**src/rtl/calc_key_arbiter.sv**
```systemverilog
// Key arbiter: merges keypad strobes and host bytes into a paced key stream.
// Optional character filter enabled by defining CALC_KEY_FILTER_EN.
module calc_key_arbiter #(
  parameter int FIFO_DEPTH = 4,
  parameter int GAP_CYCLES = 4
) (
  input  logic                          clk,
  input  logic                          rst,
  input  logic                          pnl_valid,
  input  logic [7:0]                    pnl_char,
  input  logic                          host_valid,
  input  logic [7:0]                    host_char,
  output logic                          host_ready,
  input  logic                          sink_busy,
  output logic                          key_valid,
  output logic [7:0]                    key_char,
  output logic [$clog2(FIFO_DEPTH):0]   fifo_level,
  output logic [7:0]                    drop_cnt
);

  localparam int PW = $clog2(FIFO_DEPTH);
  localparam int LW = PW + 1;
  localparam int GW = $clog2(GAP_CYCLES + 1);

  typedef enum logic [1:0] {
    IDLE,
    ISSUE,
    GAP
  } state_t;

  state_t          state;
  logic [GW-1:0]   gap_cnt;
  logic [7:0]      mem [FIFO_DEPTH];
  logic [PW-1:0]   wr_ptr;
  logic [PW-1:0]   rd_ptr;
  logic            full;
  logic            empty;
  logic            pnl_ok;
  logic            host_ok;
  logic            host_acc;
  logic            push;
  logic            pop;
  logic            drop;
  logic [7:0]      push_char;
  logic            issue_go;

`ifdef CALC_KEY_FILTER_EN
  function automatic logic key_legal(input logic [7:0] c);
    return (c >= 8'h30 && c <= 8'h39) ||
           c == 8'h2A || c == 8'h2B ||
           c == 8'h2D || c == 8'h2F ||
           c == 8'h3D || c == 8'h43;
  endfunction
  assign pnl_ok  = key_legal(pnl_char);
  assign host_ok = key_legal(host_char);
`else
  assign pnl_ok  = 1'b1;
  assign host_ok = 1'b1;
`endif

  // Full/empty come from the level at the start of the cycle.
  assign full       = fifo_level == LW'(FIFO_DEPTH);
  assign empty      = fifo_level == '0;
  assign host_ready = !rst && !full && !pnl_valid;
  assign host_acc   = host_valid && host_ready;
  assign pop        = state == ISSUE;
  assign issue_go   = !empty && !sink_busy;

  always_comb begin
    push      = 1'b0;
    drop      = 1'b0;
    push_char = pnl_char;
    if (pnl_valid) begin
      if (full || !pnl_ok) drop = 1'b1;
      else push = 1'b1;
    end else if (host_acc) begin
      push_char = host_char;
      if (host_ok) push = 1'b1;
      else drop = 1'b1;
    end
  end

  always_ff @(posedge clk) begin
    if (push) mem[wr_ptr] <= push_char;
  end

  always_ff @(posedge clk or posedge rst) begin
    if (rst) begin
      wr_ptr     <= '0;
      rd_ptr     <= '0;
      fifo_level <= '0;
      drop_cnt   <= '0;
    end else begin
      if (push) wr_ptr <= wr_ptr + PW'(1);
      if (pop) rd_ptr <= rd_ptr + PW'(1);
      if (push && !pop) fifo_level <= fifo_level + LW'(1);
      else if (pop && !push) fifo_level <= fifo_level - LW'(1);
      if (drop && drop_cnt != 8'hFF) drop_cnt <= drop_cnt + 8'd1;
    end
  end

  always_ff @(posedge clk or posedge rst) begin
    if (rst) begin
      state     <= IDLE;
      gap_cnt   <= '0;
      key_valid <= 1'b0;
      key_char  <= 8'h00;
    end else begin
      key_valid <= 1'b0;
      unique case (state)
        IDLE: begin
          if (issue_go) begin
            state     <= ISSUE;
            key_valid <= 1'b1;
            key_char  <= mem[rd_ptr];
          end
        end
        ISSUE: begin
          state   <= GAP;
          gap_cnt <= '0;
        end
        GAP: begin
          if (gap_cnt == GW'(GAP_CYCLES - 1)) begin
            if (issue_go) begin
              state     <= ISSUE;
              key_valid <= 1'b1;
              key_char  <= mem[rd_ptr];
            end else begin
              state <= IDLE;
            end
          end else begin
            gap_cnt <= gap_cnt + GW'(1);
          end
        end
        default: state <= IDLE;
      endcase
    end
  end

endmodule

```
**config.mk**
```make
export PLATFORM = sky130hd
export DESIGN_NAME = calc_key_arbiter
export DESIGN_NICKNAME = d
export VERILOG_FILES = /design/src/rtl/calc_key_arbiter.sv
export SDC_FILE = /design/constraint.sdc
export NUM_CORES = 1
export LEC_CHECK = 0
export ABC_AREA = 1
export ABC_CLOCK_PERIOD_IN_PS = 2200
export BUFFER_PORTS_ARGS = -buffer_cell sky130_fd_sc_hd__buf_2
export CAP_MARGIN = 40
export CORE_MARGIN = 2
export CORE_UTILIZATION = 56
export CTS_BUF_LIST = sky130_fd_sc_hd__clkbuf_16
export DETAILED_ROUTE_END_ITERATION = 16
export GPL_TIMING_DRIVEN = 0
export PLACE_DENSITY = 0.82
export SLEW_MARGIN = 10
export SYNTH_ARGS = -nofsm -noshare
export SYNTH_HDL_FRONTEND = slang
export SYNTH_SLANG_ARGS = --single-unit
```
**constraint.sdc**
```tcl
create_clock -name clk -period 2.2 [get_ports clk]
set_input_delay 0.11 -clock clk [delete_from_list [all_inputs] [get_ports clk]]
set_output_delay 0.11 -clock clk [all_outputs]
set_load 0.05 [all_outputs]
```
# Word-level counts from Yosys, hierarchy flattened
# Memories as Yosys holds them, arrays and structs flattened.
# Index checks and enable logic that the tools add are counted.
totals:
  ff_bits: 29
  ram_bits: 32
  output_inout_bits: 21
  mem_count: 1
memory_table:
  columns: ["name", "depth", "word_bits", "read_ports", "rd_clocked_by_memory_dff", "wr", "line", "rtl"]
  rows:
  - ["mem", 4, 8, 1, 0, 1, "33", "logic [7:0] mem [FIFO_DEPTH];"]
classes:
  add_sub_neg: 6
  eq_ne: 8
  mux: 23
  n_reduce_logical: 22
ops:
  columns: ["operator", "count"]
  rows:
  - ["$mux 8", 4]
  - ["$pmux 8 s2", 1]
  - ["$mux 1", 10]
  - ["$mux 3", 3]
  - ["$add 8x1->8 const B", 1]
  - ["$ne 8x8->1 const B", 1]
  - ["$logic_and 1x1->1", 7]
  - ["$logic_not 1->1", 7]
  - ["$add 3x1->3 const B", 2]
  - ["$ne 2x2->1 const B", 3]
  - ["$pmux 2 s3", 1]
  - ["$pmux 3 s2", 1]
  - ["$reduce_and 2->1", 3]
  - ["$reduce_bool 2->1", 3]
  - ["$add 2x1->2 const B", 2]
  - ["$mux 2", 2]
  - ["$eq 3x2->1 const B", 1]
  - ["$eq 3x3->1 const B", 1]
  - ["$logic_not 3->1", 1]
  - ["$sub 3x1->3 const B", 1]
  - ["$eq 2x1->1 const B", 1]
  - ["$eq 2x2->1 const B", 1]
  - ["$logic_not 2->1", 1]
  - ["$pmux 1 s2", 1]

# Depth between registers and ports, before layout
# Gate-level depths: netlist of the first run.
depth:
  word_depth: 11
  ltp_mapped: 10
  mapped_depth_nobuf: 10

# Least setup slack after synthesis of the first run
# OpenSTA, ideal clock, no wires.
synth_timing:
  kind: "reg-to-reg"
  from: "register fifo_level[0]"
  to: "register fifo_level[2]"
  t_arrival_ns: 2.123
  setup_slack_ns: -0.002
  path_stages_with_launch: 11
  n_path_buf: 0
  period_less_slack_ns: 2.202
  path_cell_list: "dfrtp_1 nor2_2 nand2_2 nand3_4 nand2_2 ha_1 inv_1 fa_1 or2_0 nand2_1 xor2_1"
synth_via:
  elab_chain_len: 10
synth_rtl:
  columns: ["item", "line", "rtl"]
  rows:
  - ["from (decl)", "17", "output logic [$clog2(FIFO_DEPTH):0] fifo_level,"]
  - ["from (signal assigned)", "96", "if (push && !pop) fifo_level <= fifo_level + LW'(1);"]
  - ["from (signal assigned)", "97", "else if (pop && !push) fifo_level <= fifo_level - LW'(1);"]
  - ["$eq 3x3->1", "62", "assign full = fifo_level == LW'(FIFO_DEPTH);"]
  - ["$logic_not 1->1", "64", "assign host_ready = !rst && !full && !pnl_valid;"]
  - ["$logic_and 1x1->1 (2 in series)", "64", null]
  - ["$logic_and 1x1->1", "65", "assign host_acc = host_valid && host_ready;"]
  - ["$mux 1", "76", "end else if (host_acc) begin"]
  - ["$mux 1", "73", "if (pnl_valid) begin"]
  - ["$logic_not 1->1", "97", null]
  - ["$logic_and 1x1->1", "97", null]
  - ["$reduce_bool 2->1 (no line)", null, null]
# Parallel ways exist; a longest one is shown, timed or not. The select of a mux whose other input is x is not followed.
# A chain may end at the register's enable or synchronous reset.

# Worst setup path in the final report of the first run
layout_timing:
  from: "register fifo_level[1]"
  to: "register fifo_level[1]"
# Same word-level chain as after synthesis.

==> results by group, run 1 <==
Cells and area
  • Final Util: roughly 70%
  • Ant diodes: 0
  • Final Non-Filler Cells: between 400 and 500
  • Area grow syn2layout: 22.6%
  • Final nets: roughly 380
  • # fillers: ~340
  • Ratio of cells with drive above 1 in the final layout: between 20% and 30%

Global route
  • All-Layer GR Usage: about a fifth
  • Grt ovf: 0
  • First-pass GRT wire length: 8440 um
  • Vias in the first global route: around 1,900
  • Largest net degree at the start of global routing: 19
  • Initial antenna violation count: 0

Drt
  • Drt total wl: ~5300 um
  • DRC violations left: 0
  • 1st-pass router iterations: 4
  • Drt first-iter violations: 126
  • DR WL/cell: approximately 12 um
  • DR vias/cell: 4.92
  • Remaining antenna violation count after routing: 0
  • DR vias: ~2,100

Floorplan
  • Die Area: between 0.005 and 0.006 sq mm
  • Total core area: 0.00504 sq mm
  • I/O pin count: 42
  • Chip width: 75.8 um
  • Row count: 26
  • Die Y-Extent: approximately 76 um
  • Initial Util: 57.3%

Timing
  • Hold_ws: ~0.11 ns
  • Fin crit period: between 2 and 2.5 ns
  • Setup TNS: 0 ns
  • Final Skew: around 0.0051 ns
  • Part of the cycle the worst path needs: between 90% and 100%
  • Unrepaired setup endpoints after global routing: false
  • Fmax: 0.480 GHz
  • Slew HR: between 40 and 50%
  • Worst-Margin Slew: between 0.8 and 0.9 ns
  • Final hold violations: 0
  • Final slew viol count: 0
  • # setup viols final: 0

CTS
  • CTS H-Tree Depth: 3
  • Clock tree sinks: 61
  • CTS tree: yes
  • Clock latency on the worst-skew pair: 0.32 ns
  • Maximum clock path buffer count: 2
  • Root Buffer: clkbuf_16
  • Clock transition at path regs: around 0.05 ns
  • Num CTS Buffers: 9

Placement
  • Post-Place Cells: just over 400
  • Buffers on Ports: 41
  • DP HPWL: about 3600 um
  • RD Place Congestion: 0.799

Job
  • Maxcap violations: 0

Logic synthesis
  • Seq/Total Area, Yosys: 58.4%
  • Dominant cells by area after synthesis: edfxtp_1, dfrtp_1, nand2_1, nor2_1, ha_1
  • Synth Instances: around 300
  • Area leader, netlist: edfxtp_1
  • Synthesized Nets: approximately 330
  • Mapped cell area: slightly below 0.003 sq mm
  • Post-synth top area share: around 33%
  • Register bit count reported by yosys: 61
  • Synth cell types: 30
  • Post-synthesis average cell area: ~9.7 sq um
  • Warning count from the yosys run: 0

Hold path
  • Hold Path Class: in2reg
  • Hold-critical path endpoint: mem[0][7]$_DFFE_PP_
  • Min-Delay Startpoint: pnl_char[7]
  • Hold depth: 3

Critical path
  • RR Endpoint: fifo_level[1]$_DFFE_PP0P_
  • CP Data Required Time: about 2.4 ns
  • FF-to-FF path depth: 8
  • WP buf/inv: 1
  • CP Max Fanout: 4
  • Crit path cell chain: nor2_2 -> nand2_2 -> nand2_1 -> nand2_4 -> ha_1 -> inv_1 -> fa_1 -> mux2_2
  • RR Startpoint: fifo_level[1]$_DFFE_PP0P_
  • CP arrival: between 2 and 2.5 ns
  • Crit path from: fifo_level[1]$_DFFE_PP0P_
  • Register-to-register setup slack: ~0.12 ns
  • Setup crit end kind: register
  • Startpoint types: register
  • Crit-path leading delay family: adder cells
  • Crit Path Class: reg2reg
  • CP max stage delay: ~0.42 ns
  • Slowest cell on crit path: dfrtp_1

Power and ir drop
  • PwrDens: 1470 mW/mm^2
  • Maximum VDD drop: about 1.0 mV
  • Total power: 5200 uW
  • LEAKAGE: approximately 0.0017 uW

Outcome
  • Outcome: finished clean
## cells by family (layout without fill, tap and decap cells)
logic type | count (synthesis) | count (layout) | share of synthesized area (%)
AOI/OAI and AO/OA | 31 | 31 | 6.58
muxes | 1 | 1 | 0.390
adders and majority gates | 9 | 9 | 4.16
xor gates and xnor gates | 7 | 7 | 2.12
buffers and inverters | 36 | 95 | 5.63
and+or+nand+nor | 153 | 153 | 22.7
DFF | 61 | 61 | 58.4
## layout make-up
class	instances	area (sq um)	share of cell area (%)
flip-flops and latches	61	1690	47.7
multi-input cells	201	1040	29.5
repair buffers	44	253	7.14
clock buffers	9	225	6.36
inverters	31	116	3.29
well taps	70	87.6	2.47
clock inverters	6	80.1	2.26
plain buffers	5	46.3	1.31
## through the flow
step / worst slack, ns / instance area, sq um
5_1_grt: 0.00781 / 3540
6_report: 0.116 / 3540
4_1_cts: 0.0797 / 3540
3_3_place_gp: 0.122 / 3180
2_1_floorplan: 0.00159 / 2890
3_5_place_dp: 0.0985 / 3210
## worst reg2reg max path, stage by stage, from the launching register on
cell and delay, ns:
dfrtp_1 0.42, nor2_2 0.19, nand2_2 0.12, nand2_1 0.17, nand2_4 0.10, ha_1 0.20
inv_1 0.09, fa_1 0.41, mux2_2 0.26
## timing repair
| action | in CTS | in global routing |
|---|---|---|
| hold endpoints to repair | 12 | 0 |
| gates resized for setup | 0 | 1 |
| setup buffers | 0 | 0 |
| hold buffers | 2 | 0 |
| setup endpoints to repair | 0 | 2 |
## layer usage
metal	up-vias	part of all wire [%]	global-route usage, %
met2	71	48	31.9
met3	8	5.9	5.29
met4	0	1.7	11.3
met1	961	45	26.3
li1	1060	-	-
met5	-	0	0
## layout by cell type (no fill, tap or decap), types with 2 or more instances in the layout
cell and n:
nand2_1 88, nor2_1 42, buf_2 42, edfxtp_1 32, dfrtp_1 28, inv_1 24, o21ai_1 12, nand3_1 9
clkbuf_16 9, inv_2 8, o21ai_2 8, ha_1 8, o21ai_0 7, xor2_1 4, nand2_2 3, xnor2_1 3
nor2_2 2, nand3_4 2, nor2_4 2, a21oi_1 2, buf_4 2, bufinv_16 2, dlygate4sd3_1 2
## synth_stat cells, drive strengths merged
cell type and number:
nor3 1, nand2 92, edfxtp 32, nand3b 1, o21ai 27, o22ai 1
or2 1, nand3 12, dfrtp 29, fa 1, xor2 4, a21oi 3
mux2 1, inv 31, nor2 46, ha 8, xnor2 3, buf 5
## report_power, final
part	internal [uW]	switching [uW]
logic	588	1390
registers	1590	200
clock network	973	459
## worst max path at each step
stage	to	slack, ns	cells past startpoint
after CTS	fifo_level[1]$_DFFE_PP0P_	0.08	8
after detailed placement	fifo_level[1]$_DFFE_PP0P_	0.1	8
after floorplan	fifo_level[2]$_DFFE_PP0P_	0.002	10
final	fifo_level[1]$_DFFE_PP0P_	0.12	8
after global placement	fifo_level[1]$_DFFE_PP0P_	0.12	8
after global routing	fifo_level[1]$_DFFE_PP0P_	0.008	8
## sequential cells by signal, summed over array words and instances, names as in the netlist
| signal | flops |
|---|---|
| fifo_level | 3 |
| state | 2 |
| gap_cnt | 3 |
| wr_ptr | 2 |
| key_char | 8 |
| rd_ptr | 2 |
| key_valid | 1 |
| mem | 32 |
| drop_cnt | 8 |
No activity file was read; power rests on OpenSTA's default activity.
==> run 2: changes to the inputs <==
--- a/config.mk
+++ b/config.mk
@@ -6,15 +6,16 @@
 export NUM_CORES = 1
 export LEC_CHECK = 0
 export ABC_AREA = 1
-export ABC_CLOCK_PERIOD_IN_PS = 2200
+export ABC_CLOCK_PERIOD_IN_PS = 2700
 export BUFFER_PORTS_ARGS = -buffer_cell sky130_fd_sc_hd__buf_2
 export CAP_MARGIN = 40
 export CORE_MARGIN = 2
-export CORE_UTILIZATION = 56
+export CORE_UTILIZATION = 61
 export CTS_BUF_LIST = sky130_fd_sc_hd__clkbuf_16
 export DETAILED_ROUTE_END_ITERATION = 16
 export GPL_TIMING_DRIVEN = 0
-export PLACE_DENSITY = 0.82
+export PLACE_DENSITY = 0.88
+export SETUP_SLACK_MARGIN = 0.2
 export SLEW_MARGIN = 10
 export SYNTH_ARGS = -nofsm -noshare
 export SYNTH_HDL_FRONTEND = slang
==> constraint.sdc (replaced) <==
create_clock -name clk -period 2.7 [get_ports clk]
set_input_delay 0.135 -clock clk [delete_from_list [all_inputs] [get_ports clk]]
set_output_delay 0.135 -clock clk [all_outputs]
set_load 0.05 [all_outputs]
==> run 2 against run 1 <==
Effect of this change: die area decreased by 7.8%; final cell count decreased by 3.7%; combinational power decreased by 18%; highest routed layer unchanged.
==> results by group, run 2 (synthesized netlist as in run 1, its figures left out) <==
Outcome
  • Outcome: finished clean

Power and ir drop
  • Clock share of power: around 26%
  • Net Switching: approximately 1700 uW
  • Sw Ratio: 40.3%
  • Internal: between 2000 and 2500 uW
  • Total power: around 4100 uW
  • LEAKAGE: ~0.0017 uW
  • PwrDens: 1190 mW/mm^2
  • Maximum VDD drop: approximately 1 mV
  • Combinational share of power: between 30 and 40%
  • Sequential share of power: 35.2%

Critical path
  • Setup crit end kind: register
  • CP arrival: roughly 2.4 ns
  • Crit Path Class: in2reg
  • RR Endpoint: fifo_level[2]$_DFFE_PP0P_
  • Register-to-register setup slack: ~0.56 ns
  • CP Max Fanout: 10
  • CP Data Required Time: roughly 3.0 ns
  • RR Startpoint: fifo_level[0]$_DFFE_PP0P_
  • FF-to-FF path depth: 10
  • Startpoint types: input port

Hold path
  • Hold Path Class: in2reg
  • Hold-critical path endpoint: state[0]$_DFFE_PP0P_
  • Min-Delay Startpoint: sink_busy
  • Hold depth: 2

Timing
  • Slew HR: between 40% and 50%
  • Worst-Margin Slew: 0.799 ns
  • Setup TNS: 0 ns
  • Final hold violations: 0
  • Part of the cycle the worst path needs: approximately four fifths
  • Hold_ws: roughly 0.028 ns
  • Final Skew: just under 0.007 ns
  • # setup viols final: 0
  • Fmax: roughly 0.47 GHz
  • Unrepaired setup endpoints after global routing: false
  • Final slew viol count: 0
  • Fin crit period: about 2.1 ns

CTS
  • CTS H-Tree Depth: 3
  • Num CTS Buffers: 9
  • Root Buffer: clkbuf_16
  • Maximum clock path buffer count: 2
  • Setup bufs post-CTS: 0
  • Clock tree sinks: 61
  • Clock transition at path regs: roughly 0.050 ns
  • CTS tree: yes
  • Clock latency on the worst-skew pair: approximately 0.32 ns

Floorplan
  • Chip width: 72.8 um
  • Row count: 25
  • Die Area: ~0.0053 sq mm
  • Initial Util: between 60% and 70%
  • I/O pin count: 42
  • Die Y-Extent: 72.8 um
  • Total core area: 0.00463 sq mm

Drt
  • DR vias/cell: between 5 and 6
  • DR WL/cell: between 10 and 15 um
  • Remaining antenna violation count after routing: 0
  • Drt first-iter violations: roughly 100
  • Drt total wl: 5620 um
  • 1st-pass router iterations: 4
  • DRC violations left: 0
  • DR vias: 2,122

Job
  • Maxcap violations: 0

Global route
  • Largest net degree at the start of global routing: 24
  • First-pass GRT wire length: roughly 9200 um
  • Initial antenna violation count: 0
  • Vias in the first global route: around 2,000
  • Grt ovf: 0
  • All-Layer GR Usage: 23.9%

Placement
  • Post-place instance area: 0.00319 sq mm
  • DP HPWL: slightly below 4000 um
  • Buffers on Ports: 41
  • RD Place Congestion: 0.819

Cells and area
  • Area of the multi-input gates: between 0.001 and 0.0015 sq mm
  • Most frequent cells in the layout: nand2_1, nor2_1, buf_2, edfxtp_1, dfrtp_1
  • Ratio of cells with drive above 1 in the final layout: roughly 24%
  • Top reg by flops: mem
  • Biggest regs: mem x32, drop_cnt x8, key_char x8
  • Final nets: between 300 and 400
  • Final Util: around three quarters
  • Ant diodes: 0
  • Register area: roughly 0.0017 sq mm
  • # fillers: between 300 and 400
  • Post-route design area: between 0.003 and 0.004 sq mm
  • Max reg flops: 32
  • Area grow syn2layout: 20.4%
  • Leading cell type in the layout, fill and taps excluded: nand2_1
[run 2: per-stage QoR]
stage / setup slack [ns] / instances
after global routing: 0.448 / 411
final: 0.562 / 411
after CTS: 0.552 / 411
after floorplan: 0.498 / 298
after detailed placement: 0.581 / 394
after global placement: 0.612 / 393
[run 2: layout make-up]
class	count	share of cell area (%)
repair buffers	43	6.98
inverters	31	3.35
multi-input cells	201	29.9
clock buffers	9	6.47
clock inverters	7	1.55
flip-flops and latches	61	48.5
well taps	54	1.94
plain buffers	5	1.33
[run 2: repair_timing]
| action | 4_1_cts | 5_1_grt |
|---|---|---|
| resized for setup | 0 | 0 |
| hold endpoints to repair | 6 | 0 |
| hold buffers | 1 | 0 |
[run 2: layer usage]
layer	GRT usage [%]	wire, um
met5	0	0
met4	11.3	87
met3	4.70	355
met2	39.4	2820
met1	30.5	2360
[run 2: how the worst max path moves through the flow]
stage / start / to / slack (ns) / cells past startpoint
floorplan: fifo_level[0]$_DFFE_PP0P_ / fifo_level[2]$_DFFE_PP0P_ / 0.50 / 10
global placement: fifo_level[1]$_DFFE_PP0P_ / fifo_level[1]$_DFFE_PP0P_ / 0.61 / 8
detailed placement: fifo_level[0]$_DFFE_PP0P_ / fifo_level[2]$_DFFE_PP0P_ / 0.58 / 10
CTS: fifo_level[0]$_DFFE_PP0P_ / fifo_level[2]$_DFFE_PP0P_ / 0.55 / 10
global route: fifo_level[0]$_DFFE_PP0P_ / mem[2][2]$_DFFE_PP_ / 0.45 / 6
finish: rst / fifo_level[2]$_DFFE_PP0P_ / 0.56 / 11
[run 2: worst max-delay path, stage by stage]
cell and delay (ns):
dlygate4sd3_1 0.54, buf_2 0.14, nor2_2 0.14, nand3_4 0.16, nand2_2 0.17, ha_1 0.16
inv_1 0.07, fa_1 0.39, or2_0 0.24, nand2_1 0.09, xor2_1 0.14
[run 2: power groups by stage]
stage	combinational, uW	sequential (uW)	clock, uW
2_1_floorplan	870	1820	0
3_3_place_gp	1560	1450	0
3_5_place_dp	1620	1470	0
4_1_cts	1630	1450	1070
5_1_grt	1810	1490	1100
6_report	1620	1450	1050
==> run 3: changes to the inputs <==
--- a/config.mk
+++ b/config.mk
@@ -6,15 +6,15 @@
 export NUM_CORES = 1
 export LEC_CHECK = 0
 export ABC_AREA = 1
-export ABC_CLOCK_PERIOD_IN_PS = 2700
+export ABC_CLOCK_PERIOD_IN_PS = 1900
 export BUFFER_PORTS_ARGS = -buffer_cell sky130_fd_sc_hd__buf_2
 export CAP_MARGIN = 40
 export CORE_MARGIN = 2
-export CORE_UTILIZATION = 61
+export CORE_UTILIZATION = 51
 export CTS_BUF_LIST = sky130_fd_sc_hd__clkbuf_16
 export DETAILED_ROUTE_END_ITERATION = 16
 export GPL_TIMING_DRIVEN = 0
-export PLACE_DENSITY = 0.88
+export PLACE_DENSITY = 0.79
 export SETUP_SLACK_MARGIN = 0.2
 export SLEW_MARGIN = 10
 export SYNTH_ARGS = -nofsm -noshare
==> constraint.sdc (replaced) <==
create_clock -name clk -period 1.9 [get_ports clk]
set_input_delay 0.095 -clock clk [delete_from_list [all_inputs] [get_ports clk]]
set_output_delay 0.095 -clock clk [all_outputs]
set_load 0.05 [all_outputs]
==> run 3 against run 2 <==
Effect of this change: non-clock buffer count grew 13; utilization shrank 8.0 points; largest cell class unchanged; worst setup slack lost 0.47 ns; combinational power grew 61%.
==> results by group, run 3 (synthesized netlist as in run 1, its figures left out) <==
Outcome
  • Outcome: finished clean

Job
  • Maxcap violations: 0

Floorplan
  • Row count: 27
  • Chip width: ~79 um
  • Die Area: 0.00628 sq mm
  • Die Y-Extent: approximately 79 um
  • Total core area: around 0.0055 sq mm
  • Initial Util: a little over half
  • I/O pin count: 42

Cells and area
  • Max reg flops: 32
  • Biggest regs: mem x32, drop_cnt x8, key_char x8
  • Leading cell type in the layout, fill and taps excluded: nand2_1
  • Most frequent cells in the layout: nand2_1, buf_2, nor2_1, edfxtp_1, dfrtp_1
  • Final Util: around 67%
  • Ant diodes: 0
  • Final nets: about 400
  • Top reg by flops: mem
  • Ratio of cells with drive above 1 in the final layout: between 30% and 40%
  • Area grow syn2layout: 27.1%

CTS
  • Maximum clock path buffer count: 2
  • Clock tree sinks: 61
  • CTS tree: yes
  • Clock latency on the worst-skew pair: roughly 0.32 ns
  • CTS H-Tree Depth: 3
  • Clock transition at path regs: ~0.050 ns
  • Root Buffer: clkbuf_16
  • Num CTS Buffers: 9

Critical path
  • WP buf/inv: 1
  • CP max stage delay: ~0.42 ns
  • CP arrival: around 2 ns
  • Startpoint types: register
  • FF-to-FF path depth: 8
  • CP Data Required Time: 2.10 ns
  • Slowest cell on crit path: dfrtp_2
  • Crit Path Class: reg2reg
  • Most Frequent Cell on Critical Path: nand2_4
  • Crit path cell chain: nor2_4 -> nand2_4 -> nand2_4 -> nand2_4 -> ha_4 -> inv_4 -> fa_2 -> mux2_4
  • Crit path depth: 8
  • Setup crit end kind: register
  • CP Max Fanout: 3
  • Crit-path leading delay family: adder cells

Drt
  • Remaining antenna violation count after routing: 0
  • 1st-pass router iterations: 4
  • DR vias: around 2,200
  • DR vias/cell: 4.93
  • Drt first-iter violations: ~140
  • DRC violations left: 0
  • Drt total wl: 6010 um
  • DR WL/cell: between 10 and 15 um

Placement
  • Buffers on Ports: a little over 40
  • DP HPWL: slightly below 4000 um
  • RD Place Congestion: just under 0.8

Global route
  • First-pass GRT wire length: 9710 um
  • GR Util met3: around 5.0%
  • Busiest grt layer: met2
  • Grt ovf: 0
  • Met1 GRT Util: about 27%
  • Grt met2 use: between 30% and 40%
  • Vias in the first global route: 2,072
  • Initial antenna violation count: 0
  • All-Layer GR Usage: 20.8%
  • Largest net degree at the start of global routing: 19

Power and ir drop
  • LEAKAGE: roughly 0.0017 uW
  • PwrDens: 1690 mW/mm^2
  • Maximum VDD drop: 0.932 mV
  • Total power: ~6200 uW

Timing
  • # setup viols final: 0
  • Setup TNS: 0 ns
  • Part of the cycle the worst path needs: a little over nine tenths
  • Fmax: around 0.55 GHz
  • Unrepaired setup endpoints after global routing: true
  • Final Skew: 0.00743 ns
  • Hold_ws: 0.0932 ns
  • Final slew viol count: 0
  • Worst-Margin Slew: 0.576 ns
  • Final hold violations: 0
  • Fin crit period: 1.81 ns
  • Slew HR: about 60%

Hold path
  • Hold Path Class: in2reg
  • Hold depth: 3
run 3: final timing paths:
check | from | endpoint | slack [ns]
worst max-delay path | fifo_level[0]$_DFFE_PP0P_ | fifo_level[1]$_DFFE_PP0P_ | 0.09
worst min-delay path | pnl_char[3] | mem[0][3]$_DFFE_PP_ | 0.09
worst max register to register | fifo_level[0]$_DFFE_PP0P_ | fifo_level[1]$_DFFE_PP0P_ | 0.09
worst min register to register | key_char[7]$_DFFE_PP0P_ | key_char[7]$_DFFE_PP0P_ | 0.48
max in group asynchronous | rst | fifo_level[1]$_DFFE_PP0P_ | 1.00
min in group asynchronous | rst | drop_cnt[2]$_DFFE_PP0P_ | 0.40
run 3: area by class of cell:
| type | count | area (sq um) |
|---|---|---|
| flip-flops and latches | 61 | 1690 |
| multi-input cells | 201 | 1100 |
| repair buffers | 56 | 343 |
| plain buffers | 5 | 46.3 |
| clock buffers | 9 | 225 |
| clock inverters | 7 | 60.1 |
| well taps | 72 | 90.1 |
| inverters | 31 | 119 |
| fillers | 427 | 1800 |
run 3: through the flow:
stage	instance area [sq um]	worst slack, ns	instances
final	3670	0.0886	442
after detailed placement	3260	-0.0995	412
after CTS	3660	0.0965	440
after global placement	3230	-0.0753	411
after floorplan	2940	-0.117	298
after global routing	3670	0.0347	442
run 3: timing repair:
action | in CTS | in global routing
hold endpoints to repair | 13 | 0
pin swaps | 4 | 4
hold buffers | 2 | 0
setup buffers | 10 | 2
endpoints found under the setup margin | 34 | 2
gates resized for setup | 4 | 0
run 3: where the power goes:
group / switching, uW / internal [uW]
Sequential: 228 / 1840
Combinational: 1760 / 854
Clock: 542 / 995
run 3: tightest hold or removal path: cells and delay by family:
kind / cells / cell delay [ns]
simple gates: 1 / 0.05
compound gates: 1 / 0.08
buf+inv: 1 / 0.07
run 3: metal layers:
metal / share of wire [%] / vias up / wire length (um)
li1: - / 1093 / -
met1: 46 / 1025 / 2740
met2: 49 / 51 / 2920
met3: 4.0 / 11 / 240
met4: 1.9 / 0 / 114
met5: 0 / - / 0
